### config.mk
export PLATFORM = sky130hd
export DESIGN_NAME = ofd5_arb
export DESIGN_NICKNAME = d
export VERILOG_FILES = /design/src/rtl/ofd5_arb.sv
export SDC_FILE = /design/constraint.sdc
export NUM_CORES = 1
export LEC_CHECK = 0
export BUFFER_PORTS_ARGS = -buffer_cell sky130_fd_sc_hd__buf_2
export CAP_MARGIN = 20
export CORE_UTILIZATION = 48
export CTS_CLUSTER_DIAMETER = 40
export DETAILED_ROUTE_END_ITERATION = 8
export GPL_TIMING_DRIVEN = 0
export PLACE_DENSITY = 0.82
export SLEW_MARGIN = 20
export SYNTH_ARGS = -nofsm -noshare
export SYNTH_HDL_FRONTEND = slang
export SYNTH_SLANG_ARGS = --single-unit
### constraint.sdc
create_clock -name CK -period 3.37 [get_ports CK]
set_clock_uncertainty 0.15 [all_clocks]
set_input_delay 0.674 -clock CK [delete_from_list [all_inputs] [get_ports CK]]
set_output_delay 0.674 -clock CK [all_outputs]
set_load 0.01 [all_outputs]
### src/rtl/ofd5_arb.sv
// ---------------------------------------------------------------------------
// ofd5_arb
//
// Round-robin arbiter and sequencer for a shared 5-bit registered output
// port. Several requesters compete for the port. The winner's word is placed
// on D for HOLD cycles. An optional gap of GAP cycles at IDLE_VAL follows.
// The block is the only driver of the output flop bank's D inputs.
//
// Ports
//   CK        in   1         clock, rising edge
//   RN        in   1         asynchronous active-low reset
//   REQ       in   NREQ      per-requester request level
//   DIN       in   5*NREQ    requester i word on bits [5i+4:5i]
//   ACK       out  NREQ      one-hot, one-cycle pulse on the grant edge
//   D         out  5         word presented to the output flop bank
//   OWNER     out  clog2     index of the current owner (valid while BUSY)
//   BUSY      out  1         high while a granted word is on D
//   DBG_STATE out  2         current sequencer state (IDLE/DRIVE/GAP)
//
// Handshake: a requester raises REQ and holds REQ and its DIN word stable
// until it sees its ACK bit. DIN is sampled only on the grant edge, which is
// the same edge that raises ACK. REQ is a level: if it is still high at the
// next arbitration point, it counts as a fresh request. Dropping REQ before
// the grant withdraws it cleanly. Dropping REQ during DRIVE does not shorten
// the hold time.
//
// All outputs come straight from flops, so there is no combinational path
// from REQ or DIN to D or ACK.
// ---------------------------------------------------------------------------
module ofd5_arb #(
    parameter int          NREQ     = 4,
    parameter int          HOLD     = 2,
    parameter int          GAP      = 1,
    parameter logic [4:0]  IDLE_VAL = 5'b00000,
    localparam int         OW       = $clog2(NREQ)
) (
    input  logic                CK,
    input  logic                RN,
    input  logic [NREQ-1:0]     REQ,
    input  logic [5*NREQ-1:0]   DIN,
    output logic [NREQ-1:0]     ACK,
    output logic [4:0]          D,
    output logic [OW-1:0]       OWNER,
    output logic                BUSY,
    output logic [1:0]          DBG_STATE
);

    // The counter only ever holds HOLD-1 or GAP-1, so it is sized for the
    // larger of the two.
    localparam int MAXC = (HOLD > GAP) ? HOLD : GAP;
    localparam int CW   = (MAXC > 1) ? $clog2(MAXC) : 1;

    typedef enum logic [1:0] {
        S_IDLE  = 2'd0,
        S_DRIVE = 2'd1,
        S_GAP   = 2'd2
    } state_e;

    state_e             state_q, state_d;
    logic [OW-1:0]      ptr_q,   ptr_d;
    logic [CW-1:0]      cnt_q,   cnt_d;
    logic [4:0]         d_q,     d_d;
    logic [NREQ-1:0]    ack_q,   ack_d;
    logic [OW-1:0]      owner_q, owner_d;
    logic               busy_q,  busy_d;

    logic               win_found;
    logic [OW-1:0]      win_idx;
    logic               arb_point;

    // -----------------------------------------------------------------------
    // Rotating priority search: the first set REQ bit at or above ptr_q,
    // wrapping modulo NREQ. The found flag stops later candidates from
    // overriding the first hit.
    // -----------------------------------------------------------------------
    always_comb begin
        win_found = 1'b0;
        win_idx   = '0;
        for (int k = 0; k < NREQ; k++) begin
            if (!win_found && REQ[(int'(ptr_q) + k) % NREQ]) begin
                win_found = 1'b1;
                win_idx   = OW'((int'(ptr_q) + k) % NREQ);
            end
        end
    end

    // An arbitration point is IDLE, the final GAP cycle, or the final DRIVE
    // cycle when there is no gap. The last case is what allows back-to-back
    // words without an IDLE_VAL cycle between them.
    always_comb begin
        arb_point = 1'b0;
        case (state_q)
            S_IDLE:  arb_point = 1'b1;
            S_DRIVE: arb_point = (cnt_q == '0) && (GAP == 0);
            S_GAP:   arb_point = (cnt_q == '0);
            default: arb_point = 1'b1;
        endcase
    end

    // -----------------------------------------------------------------------
    // Next-state and registered-output logic
    // -----------------------------------------------------------------------
    always_comb begin
        state_d = state_q;
        ptr_d   = ptr_q;
        cnt_d   = cnt_q;
        d_d     = d_q;
        ack_d   = '0;          // ACK is a single-cycle pulse by default
        owner_d = owner_q;
        busy_d  = busy_q;

        if (arb_point) begin
            if (win_found) begin
                state_d = S_DRIVE;
                d_d     = DIN[5*win_idx +: 5];
                ack_d   = NREQ'(1) << win_idx;
                owner_d = win_idx;
                busy_d  = 1'b1;
                cnt_d   = CW'(HOLD - 1);
                ptr_d   = OW'((int'(win_idx) + 1) % NREQ);
            end else begin
                state_d = S_IDLE;
                d_d     = IDLE_VAL;
                busy_d  = 1'b0;
            end
        end else begin
            case (state_q)
                S_DRIVE: begin
                    if (cnt_q == '0) begin
                        // This branch is only reached when GAP > 0, because
                        // with GAP == 0 the last DRIVE cycle is an
                        // arbitration point.
                        state_d = S_GAP;
                        d_d     = IDLE_VAL;
                        busy_d  = 1'b0;
                        cnt_d   = CW'(GAP - 1);
                    end else begin
                        cnt_d = cnt_q - 1'b1;
                    end
                end
                S_GAP: begin
                    cnt_d = cnt_q - 1'b1;
                end
                default: begin
                    state_d = S_IDLE;
                    d_d     = IDLE_VAL;
                    busy_d  = 1'b0;
                end
            endcase
        end
    end

    // Reset abandons any word in progress. No ACK is issued for it, and
    // arbitration restarts from requester 0.
    always_ff @(posedge CK or negedge RN) begin
        if (!RN) begin
            state_q <= S_IDLE;
            ptr_q   <= '0;
            cnt_q   <= '0;
            d_q     <= IDLE_VAL;
            ack_q   <= '0;
            owner_q <= '0;
            busy_q  <= 1'b0;
        end else begin
            state_q <= state_d;
            ptr_q   <= ptr_d;
            cnt_q   <= cnt_d;
            d_q     <= d_d;
            ack_q   <= ack_d;
            owner_q <= owner_d;
            busy_q  <= busy_d;
        end
    end

    assign D         = d_q;
    assign ACK       = ack_q;
    assign OWNER     = owner_q;
    assign BUSY      = busy_q;
    assign DBG_STATE = state_q;

endmodule

**Yosys cells after proc, flatten, opt, wreduce, memory -nomap -nowiden**

Index checks and enable logic that the tools add are counted.

- Flip-flop bits (word level): 17
- Bits of input ports: 26
- Output and inout port bits: 14
- Word-level logic and storage cells: 79

- Reduce and logical (&&, ||, !) cells: 13
- Mux-type cells: 38
- Add/sub/neg operators: 5
- Multipliers: 1
- Bitwise gates (word level): 4
- Equality and inequality tests: 5
- Shift-type cells: 2
- $lt $le $gt $ge: 4

Operators with widths:

| cell | count |
|---|---|
| variable part select 20 x 6 -> 5 bit | 1 |
| 2-to-1 mux 1 bit | 18 |
| 2-to-1 mux 5 bit | 3 |
| less-than comparator 3 x 4 -> 1 bit (second input constant) | 3 |
| 2-to-1 mux 2 bit | 6 |
| one-hot mux 5 bit (2 select lines) | 1 |
| binary-select mux 1 bit (select 2 bit) | 4 |
| 2-to-1 mux 4 bit | 2 |
| one-hot mux 1 bit (2 select lines) | 3 |
| AND reduction 2 bit | 3 |
| OR reduction 2 bit | 3 |
| multiplier 3 x 2 -> 5 bit (first input constant) | 1 |
| adder 2 x 1 -> 2 bit (second input constant) | 2 |
| adder 2 bit (second input constant) | 2 |
| != test 2 bit (second input constant) | 2 |
| one-hot mux 2 bit (2 select lines) | 1 |
| left shift 1 x 2 -> 4 bit (first input constant) | 1 |
| AND 1 bit (first input constant) | 3 |
| logical AND 1 bit | 3 |
| zero test 1 bit | 3 |
| less-than comparator 2 x 3 -> 1 bit (second input constant) | 1 |
| != test 3 bit (second input constant) | 1 |
| nonzero test 3 bit | 1 |
| == test 2 x 1 -> 1 bit (second input constant) | 1 |
| 3 further kinds | 3 |

**Logic depth before layout (Yosys ltp)**

Gate-level depths: netlist of the first run.

- Depth after elaboration: 18
- Mapped depth: 7
- Mapped depth without buffers: 6

**Least setup slack after synthesis of the first run**

OpenSTA, ideal clock, no wires.

- Path kind: in2reg
- Start: in REQ[0]
- End: reg d_q[2], in the netlist D[2]
- Path slack: 1.075 ns
- Setup time: 0.121 ns
- Stages on the path: 6
- Arrival: 2.024 ns
- Path buffers: 0
- Required time: 3.099 ns
- Cells stage by stage: nor2b_1 > a211o_1 > a21oi_2 > inv_2 > mux4_2 > a22o_1

- Longest elaborated chain between the ends: 16
- Elaborated cells on any way between the ends: 29
- Classes of those cells: mul (1); shift (1); mux (21); reduce/logical (6)

Ends and longest elaborated chain:

| what | RTL line | text |
|---|---|---|
| start: declaration | 39 | `input logic [NREQ-1:0] REQ,` |
| binary-select mux 1 bit (select 2 bit) | 80 | `if (!win_found && REQ[(int'(ptr_q) + k) % NREQ]) begin` |
| 2-to-1 mux 1 bit (not written as such) | 80 |  |
| 2-to-1 mux 1 bit | 80 |  |
| zero test 1 bit | 80 |  |
| logical AND 1 bit | 80 |  |
| 2-to-1 mux 1 bit | 80 |  |
| zero test 1 bit | 80 |  |
| logical AND 1 bit | 80 |  |
| 2-to-1 mux 1 bit | 80 |  |
| zero test 1 bit | 80 |  |
| logical AND 1 bit | 80 |  |
| 2-to-1 mux 2 bit (*) | 80 |  |
| net win_idx[0] | 68 | `logic [OW-1:0] win_idx;` |
| multiplier 3 x 2 -> 5 bit (*) | 115 | `d_d = DIN[5*win_idx +: 5];` |
| variable part select 20 x 6 -> 5 bit (*) | 115 |  |
| 2-to-1 mux 5 bit (*) | 113 | `if (win_found) begin` |
| 2-to-1 mux 5 bit (*) | 112 | `if (arb_point) begin` |
| end signal: assignment | 160 | `d_q <= IDLE_VAL;` |
| end signal: assignment | 168 | `d_q <= d_d;` |
| end: declaration | 62 | `logic [4:0] d_q, d_d;` |

Mark *: on every way through the listed nets, which the timed path passes. The rest lies on a longest branch. The select of a mux whose other input is x is not followed.
A chain may end at the register's enable or synchronous reset.

**Worst setup path after layout of the first run**

Same ends and word-level chain as after synthesis.

==> summary.txt, run 1 <==
Placement
  – Hpwl dp: about 1600 um
  – GP Congestion: approximately 0.80
  – Post-DP Area: 1060 um2
  – Buffers on Ports: 39

STA
  – Max-slew violations: 0
  – Maximum clock rate: ~0.44 GHz
  – Final period util: 67.2%
  – Max_slew headroom: between 70 and 80%
  – Least-Margin Pin Slew: between 0.4 and 0.5 ns
  – Final hold viol count: 0
  – RSZ-0062 raised after global routing: false
  – Setup_tns: 0 ns
  – Post-route minimum period: ~2.3 ns
  – Hold_ws: approximately 0.13 ns
  – Final Setup Violations: 0

Clock network
  – H-tree levels: 1
  – Clock tree sinks: 16
  – Number of buffers inserted by hold repair at cts: 0
  – Clk_lat worst skew: ~0.29 ns
  – Reg clk slew, reported paths: 0.09 ns
  – Clock root buffer: clkbuf_4
  – CTS tree: built
  – Bufs on Longest Clock Path: 2
  – CTS Buf Count: 3
  – Gates resized, CTS repair: 0
  – Post-CTS setup buffer count: 0

GRT
  – Busiest layer in global routing: met2
  – Total Routing Usage GR: a little under a quarter
  – Routing usage on met1: roughly 23%
  – First-pass GRT wire length: 3110 um
  – Initial antenna violation count: 0
  – GR met3 Demand/Resource: 1.67%
  – GR Util met2: 45.1%
  – Largest net degree at the start of global routing: 17
  – Vias in the first global route: 740
  – GR Overflow Total: 0

Detailed routing
  – DRC: 0
  – DR vias/cell: 5.82
  – Post-route ant nets: 0
  – Via count: 768
  – DRT iter0 DRCs: between 40 and 50
  – Avg WL per Cell: approximately 16 um
  – DRT Pass-1 Iters: 6
  – Total Wirelength: 2050 um

Pwr
  – Power per cell area: roughly 830 nW/um2
  – Leakage: roughly 0.6 nW
  – Maximum VDD drop: 459 uV

Synth
  – Post-Syn Nets: approximately 100
  – Post-synthesis cell area: between 800 and 900 um2
  – Post-Synthesis Cells: 74
  – Synthesized area per cell: ~11 um2
  – Count of state elements after synthesis: 16
  – Synth unique cells: 25
  – Synthesis Warnings: 0
  – Sequential element share of the synthesized area: about 47%

Flow run
  – Max_cap viols: 0

Setup path
  – Crit path kind: in -> reg
  – Crit. End Element: flop
  – CP Data Arrival Time: around 2.3 ns
  – CP max FO: 8
  – CP Data Required Time: 3.40 ns
  – Startpoint Class: input pin

Final layout
  – Nets: 148
  – Share of cells above drive strength 1: between 40% and 50%
  – Diodes inserted: 0
  – Final instance area: between 1000 and 1500 um2
  – Final design utilization: about 70%
  – Area Overhead vs Synth: 28.1%

Die
  – Die width: around 44 um
  – Placeable Area: between 1500 and 2000 um2
  – Num ports: 40
  – Die H: between 40 and 50 um
  – Initial Util: between 50% and 60%
  – Core Rows: 14
  – Die area: approximately 1900 um2

Outcome
  – Status: finished clean

Min path
  – Hold Crit Class: in -> async
==> layout make-up <==
type | count | area, um2
fill | 125 | 493
multi-input combinational | 49 | 408
sequential | 16 | 400
timing repair buffer | 39 | 195
clock buffer | 3 | 22.5
inverter | 6 | 22.5
tap | 16 | 20.0
buffer | 3 | 15.0
==> registers in the layout, indices dropped and copies added, names as in the netlist <==
register / flops
ptr_q: 2
cnt_q: 1
D: 5
OWNER: 2
DBG_STATE: 2
ACK: 4
==> synth_stat cells (all sizes together) <==
library cell  instances  area, um2
buf                   1       7.51
o221ai                1       8.76
o211a                 1       10.0
mux4                  5        113
a22o                  5       43.8
a211o                 1       8.76
a21oi                 4       23.8
o22a                  1       8.76
nand3                 2       10.0
nor2                  2       7.51
a21o                  1       7.51
inv                   6       22.5
nand2b                2       12.5
clkbuf                2       7.51
and2                  4       25.0
nand2                 6       22.5
nor2b                 1       6.26
dfrtp                16        400
ha                    4       50.1
o22ai                 1       6.26
and3                  1       6.26
nand3b                1       7.51
o21ai                 6       30.0
==> cell usage in the layout (no fill, tap or decap), drive strengths merged <==
cell	instances
o221ai	1
inv	6
nor2b	1
o22ai	1
o22a	1
clkbuf	5
nand2	6
a21oi	4
buf	40
dfrtp	16
nand3b	1
and3	1
a21o	1
nor2	2
nand3	2
mux4	5
and2	4
ha	4
a211o	1
o21ai	6
a22o	5
nand2b	2
o211a	1
==> critical path, stage by stage <==
cell and delay [ns]:
buf_2 0.11, nor2b_1 0.13, a211o_1 0.30, a21oi_2 0.23, inv_2 0.15, mux4_2 0.45, a22o_1 0.25
==> worst paths after layout <==
path                                from  endpoint  slack, ns  cells past startpoint
worst min register to register  OWNER[1]  OWNER[1]       0.34                      2
worst max-delay path              REQ[0]      D[2]       1.11                      7
worst max register to register  ptr_q[1]      D[2]       1.24                      6
worst min-delay path                  RN     cnt_q       0.13                      1
max in group asynchronous             RN  OWNER[1]       2.68                      1
min in group CK                 OWNER[1]  OWNER[1]       0.34                      2
==> through the flow <==
stage	std cells	total power, W	worst slack (ns)
6_report	132	0.000895	1.11
5_1_grt	132	0.000967	1.04
4_1_cts	132	0.000902	1.10
3_5_place_dp	129	0.000803	0.802
3_3_place_gp	129	0.000776	0.852
2_1_floorplan	74	0.000647	1.07
==> power breakdown <==
part / internal [W] / switching (W) / leakage (nW) / total [W]
Sequential: 0.000277 / 0.0000572 / 0.202 / 0.000334
Clock: 0.0000415 / 0.0000599 / 0.0138 / 0.000101
Combinational: 0.000218 / 0.000242 / 0.370 / 0.000460
Total: 0.000536 / 0.000359 / 0.586 / 0.000895
==> routing by layer <==
layer / vias up / routed length, um
met2: 32 / 1180
met5: - / 0
met4: 0 / 42
met1: 376 / 750
li1: 352 / -
met3: 8 / 75
==> cells by family after synthesis <==
| group | share of synthesized area [%] |
|---|---|
| fa+ha+maj | 5.92 |
| buf+inv | 4.44 |
| flops | 47.3 |
| mux | 13.3 |
| compound gates | 17.5 |
| simple gates | 11.5 |
(Power assumes the default switching activity.)
==> run 2: changes to the inputs <==
Settings changed: CORE_UTILIZATION 48 to 40, PLACE_DENSITY 0.82 to 0.73.
Clock period 3.37 ns to 1.9 ns, I/O delays scaled along.
==> summary.txt, run 2 (synthesis results as in run 1) <==
STA
  – Maximum clock rate: approximately 0.52 GHz
  – Max-slew violations: 0 (unchanged)
  – Setup_tns: -0.0298 ns (-0.0298 ns)
  – RSZ-0062 raised after global routing: true
  – Post-route minimum period: 1.92 ns
  – Final Setup Violations: 2 (+2)
  – Final setup margin: -0.0180 ns (-1.12 ns)
  – Max_slew headroom: 74.0% (+1.7 points)
  – Final hold viol count: 0 (unchanged)
  – Final period util: 101%
  – Least-Margin Pin Slew: 0.390 ns (-0.0248 ns)

Placement
  – Buffers on Ports: 39 (unchanged)
  – Hpwl dp: 1460 um (-9.8%)
  – Post-DP Area: 1080 um2 (+2.0%)
  – GP Congestion: 0.675 (-16%)

Setup path
  – CP peak stage delay: 0.44 ns (about the same)
  – Worst Reg-to-Reg Cells: 5 (-1)
  – Crit path kind: reg -> reg
  – Crit-path slowest cell: dfrtp_1
  – Crit. End Element: flop
  – CP Data Required Time: 1.94 ns (-1.46 ns)
  – CP max FO: 6 (-2)
  – Crit path cell chain: a211o_1 > a21oi_4 > inv_4 > mux4_2 > a22o_1
  – Startpoint Class: flop
  – Crit path buf inv count: 1 (-1)
  – Crit path depth: 5 (-2)
  – CP Data Arrival Time: 1.96 ns (-0.33 ns)
  – Crit path max-delay family: compound AO/OA/AOI/OAI gates

Flow run
  – Max_cap viols: 0 (unchanged)

Final layout
  – FF/Latch Area: 400 um2 (unchanged)
  – Diodes inserted: 0 (unchanged)
  – Area Overhead vs Synth: 40.4%
  – Number of flip-flops under the largest register name: 5 (unchanged)
  – Final instance area: 1190 um2 (+9.6%)
  – Area of the multi-input gates: 430 um2 (+5.5%)
  – FILL cells: 174 (+39%)
  – Commonest non-fill, non-tap cell in the layout: buf_2
  – Share of cells above drive strength 1: 48.8% (+5.7 points)
  – Commonest non-fill, non-tap cells in the layout: 39 x buf_2, 16 x dfrtp_1, 7 x buf_4
  – Nets: 154 (+4.1%)

Detailed routing
  – Avg WL per Cell: 13.8 um (-11%)
  – Post-route ant nets: 0 (unchanged)
  – Via count: 765 (-0.39%)
  – DRT iter0 DRCs: 9 (-79%)
  – DRT Pass-1 Iters: 4 (-2)
  – Total Wirelength: 2070 um (+0.58%)
  – DR vias/cell: 5.10 (-12%)
  – DRC: 0 (unchanged)

Die
  – Num ports: 40 (unchanged)
  – Die area: 2300 um2 (+19%)
  – Placeable Area: 1980 um2 (+26%)
  – Die H: 48.0 um (+9.1%)
  – Initial Util: 42.7% (-11 points)
  – Core Rows: 16 (+2)
  – Die width: 48.0 um (+9.1%)

Min path
  – WHS Path Cells: 2
  – Hold Crit Class: reg -> reg

Clock network
  – Bufs on Longest Clock Path: 2 (unchanged)
  – Reg clk slew, reported paths: 0.10 ns (about the same)
  – CTS Buf Count: 3 (unchanged)
  – Clock tree sinks: 16 (unchanged)
  – Clock root buffer: clkbuf_4
  – H-tree levels: 1 (unchanged)
  – Clk_lat worst skew: 0.29 ns (about the same)
  – CTS tree: built

GRT
  – Vias in the first global route: 646 (-13%)
  – Largest net degree at the start of global routing: 17 (unchanged)
  – First-pass GRT wire length: 2830 um (-8.9%)
  – Total Routing Usage GR: 18.6% (-4.3 points)
  – Initial antenna violation count: 0 (unchanged)
  – GR Overflow Total: 0 (unchanged)

Pwr
  – Comb pwr share: 53.0% (+1.6 points)
  – Power per cell area: 1480 nW/um2 (+80%)
  – Net Sw Power: 0.000683 W (+91%)
  – Leakage: 0.631 nW (+7.7%)
  – Power Total: 0.00176 W (+97%)
  – Sw frac: 38.8% (-1.3 points)
  – Pint: 0.00108 W (+100%)
  – Share of power burned in registers: 33.9% (-3.4 points)
  – Maximum VDD drop: 745 uV (+62%)
  – Proportion of power drawn by the clock network: 13.1% (+1.8 points)

Outcome
  – Violated checks: negative setup slack
  – Status: finished, violations left
run 2: changes by cell type in the layout (fill, tap and decap cells not counted), sizes merged:
cell / delta
buf: +6
dlygate4sd3: +1
run 2: routing by layer:
layer  global-route usage, %  vias to the layer above  routed length (um)
li1                        -                      368                   -
met1                    23.1                      372                 879
met2                    30.5                       21                1070
met3                    3.40                        4                  78
met4                    10.0                        0                  40
met5                       0                        -                   0
run 2: tightest hold or removal path, stage by stage, from the launching register on:
cell and delay, ns:
dfrtp_1 0.36, nand2_1 0.05, o21ai_0 0.06
run 2: worst paths after layout:
kind                            startpoint        to  slack (ns)
worst max-delay path              ptr_q[1]      D[2]       -0.02
worst min-delay path              OWNER[0]  OWNER[0]        0.34
max in group asynchronous               RN    ACK[2]        0.96
worst min register to register    OWNER[0]  OWNER[0]        0.34
worst max register to register    ptr_q[1]      D[2]       -0.02
min in group asynchronous               RN      D[4]        0.38
run 2: layout make-up:
| class | instances | share of cell area, % |
|---|---|---|
| repair buffers | 46 | 21.1 |
| flip-flops and latches | 16 | 33.7 |
| inverters | 6 | 2.11 |
| plain buffers | 2 | 0.948 |
| multi-input cells | 49 | 36.2 |
| well taps | 27 | 2.85 |
| clock buffers | 4 | 3.06 |
run 2: power groups by stage:
stage | Clock [W] | Sequential (W) | Combinational [W]
CTS | 0.000236 | 0.000594 | 0.000923
detailed placement | 0 | 0.000602 | 0.000820
global route | 0.000246 | 0.000620 | 0.00103
finish | 0.000232 | 0.000597 | 0.000934
floorplan | 0 | 0.000648 | 0.000510
global placement | 0 | 0.000594 | 0.000786
run 2: what timing repair did:
action,4_1_cts,5_1_grt
pin swaps,1,0
setup endpoints to repair,8,6
hold buffers,1,0
setup buffers,5,1
hold endpoints to repair,16,0
resized for setup,4,0
run 2: stage by stage:
stage	utilization, %	std cells	setup slack, ns	hold slack, ns
2_1_floorplan	-	74	-0.0415	-0.0656
3_3_place_gp	54.6	140	-0.261	0.149
3_5_place_dp	54.6	140	-0.266	0.168
4_1_cts	59.5	149	-0.00534	0.349
5_1_grt	59.9	150	-0.0747	0.381
6_report	59.9	150	-0.0180	0.345
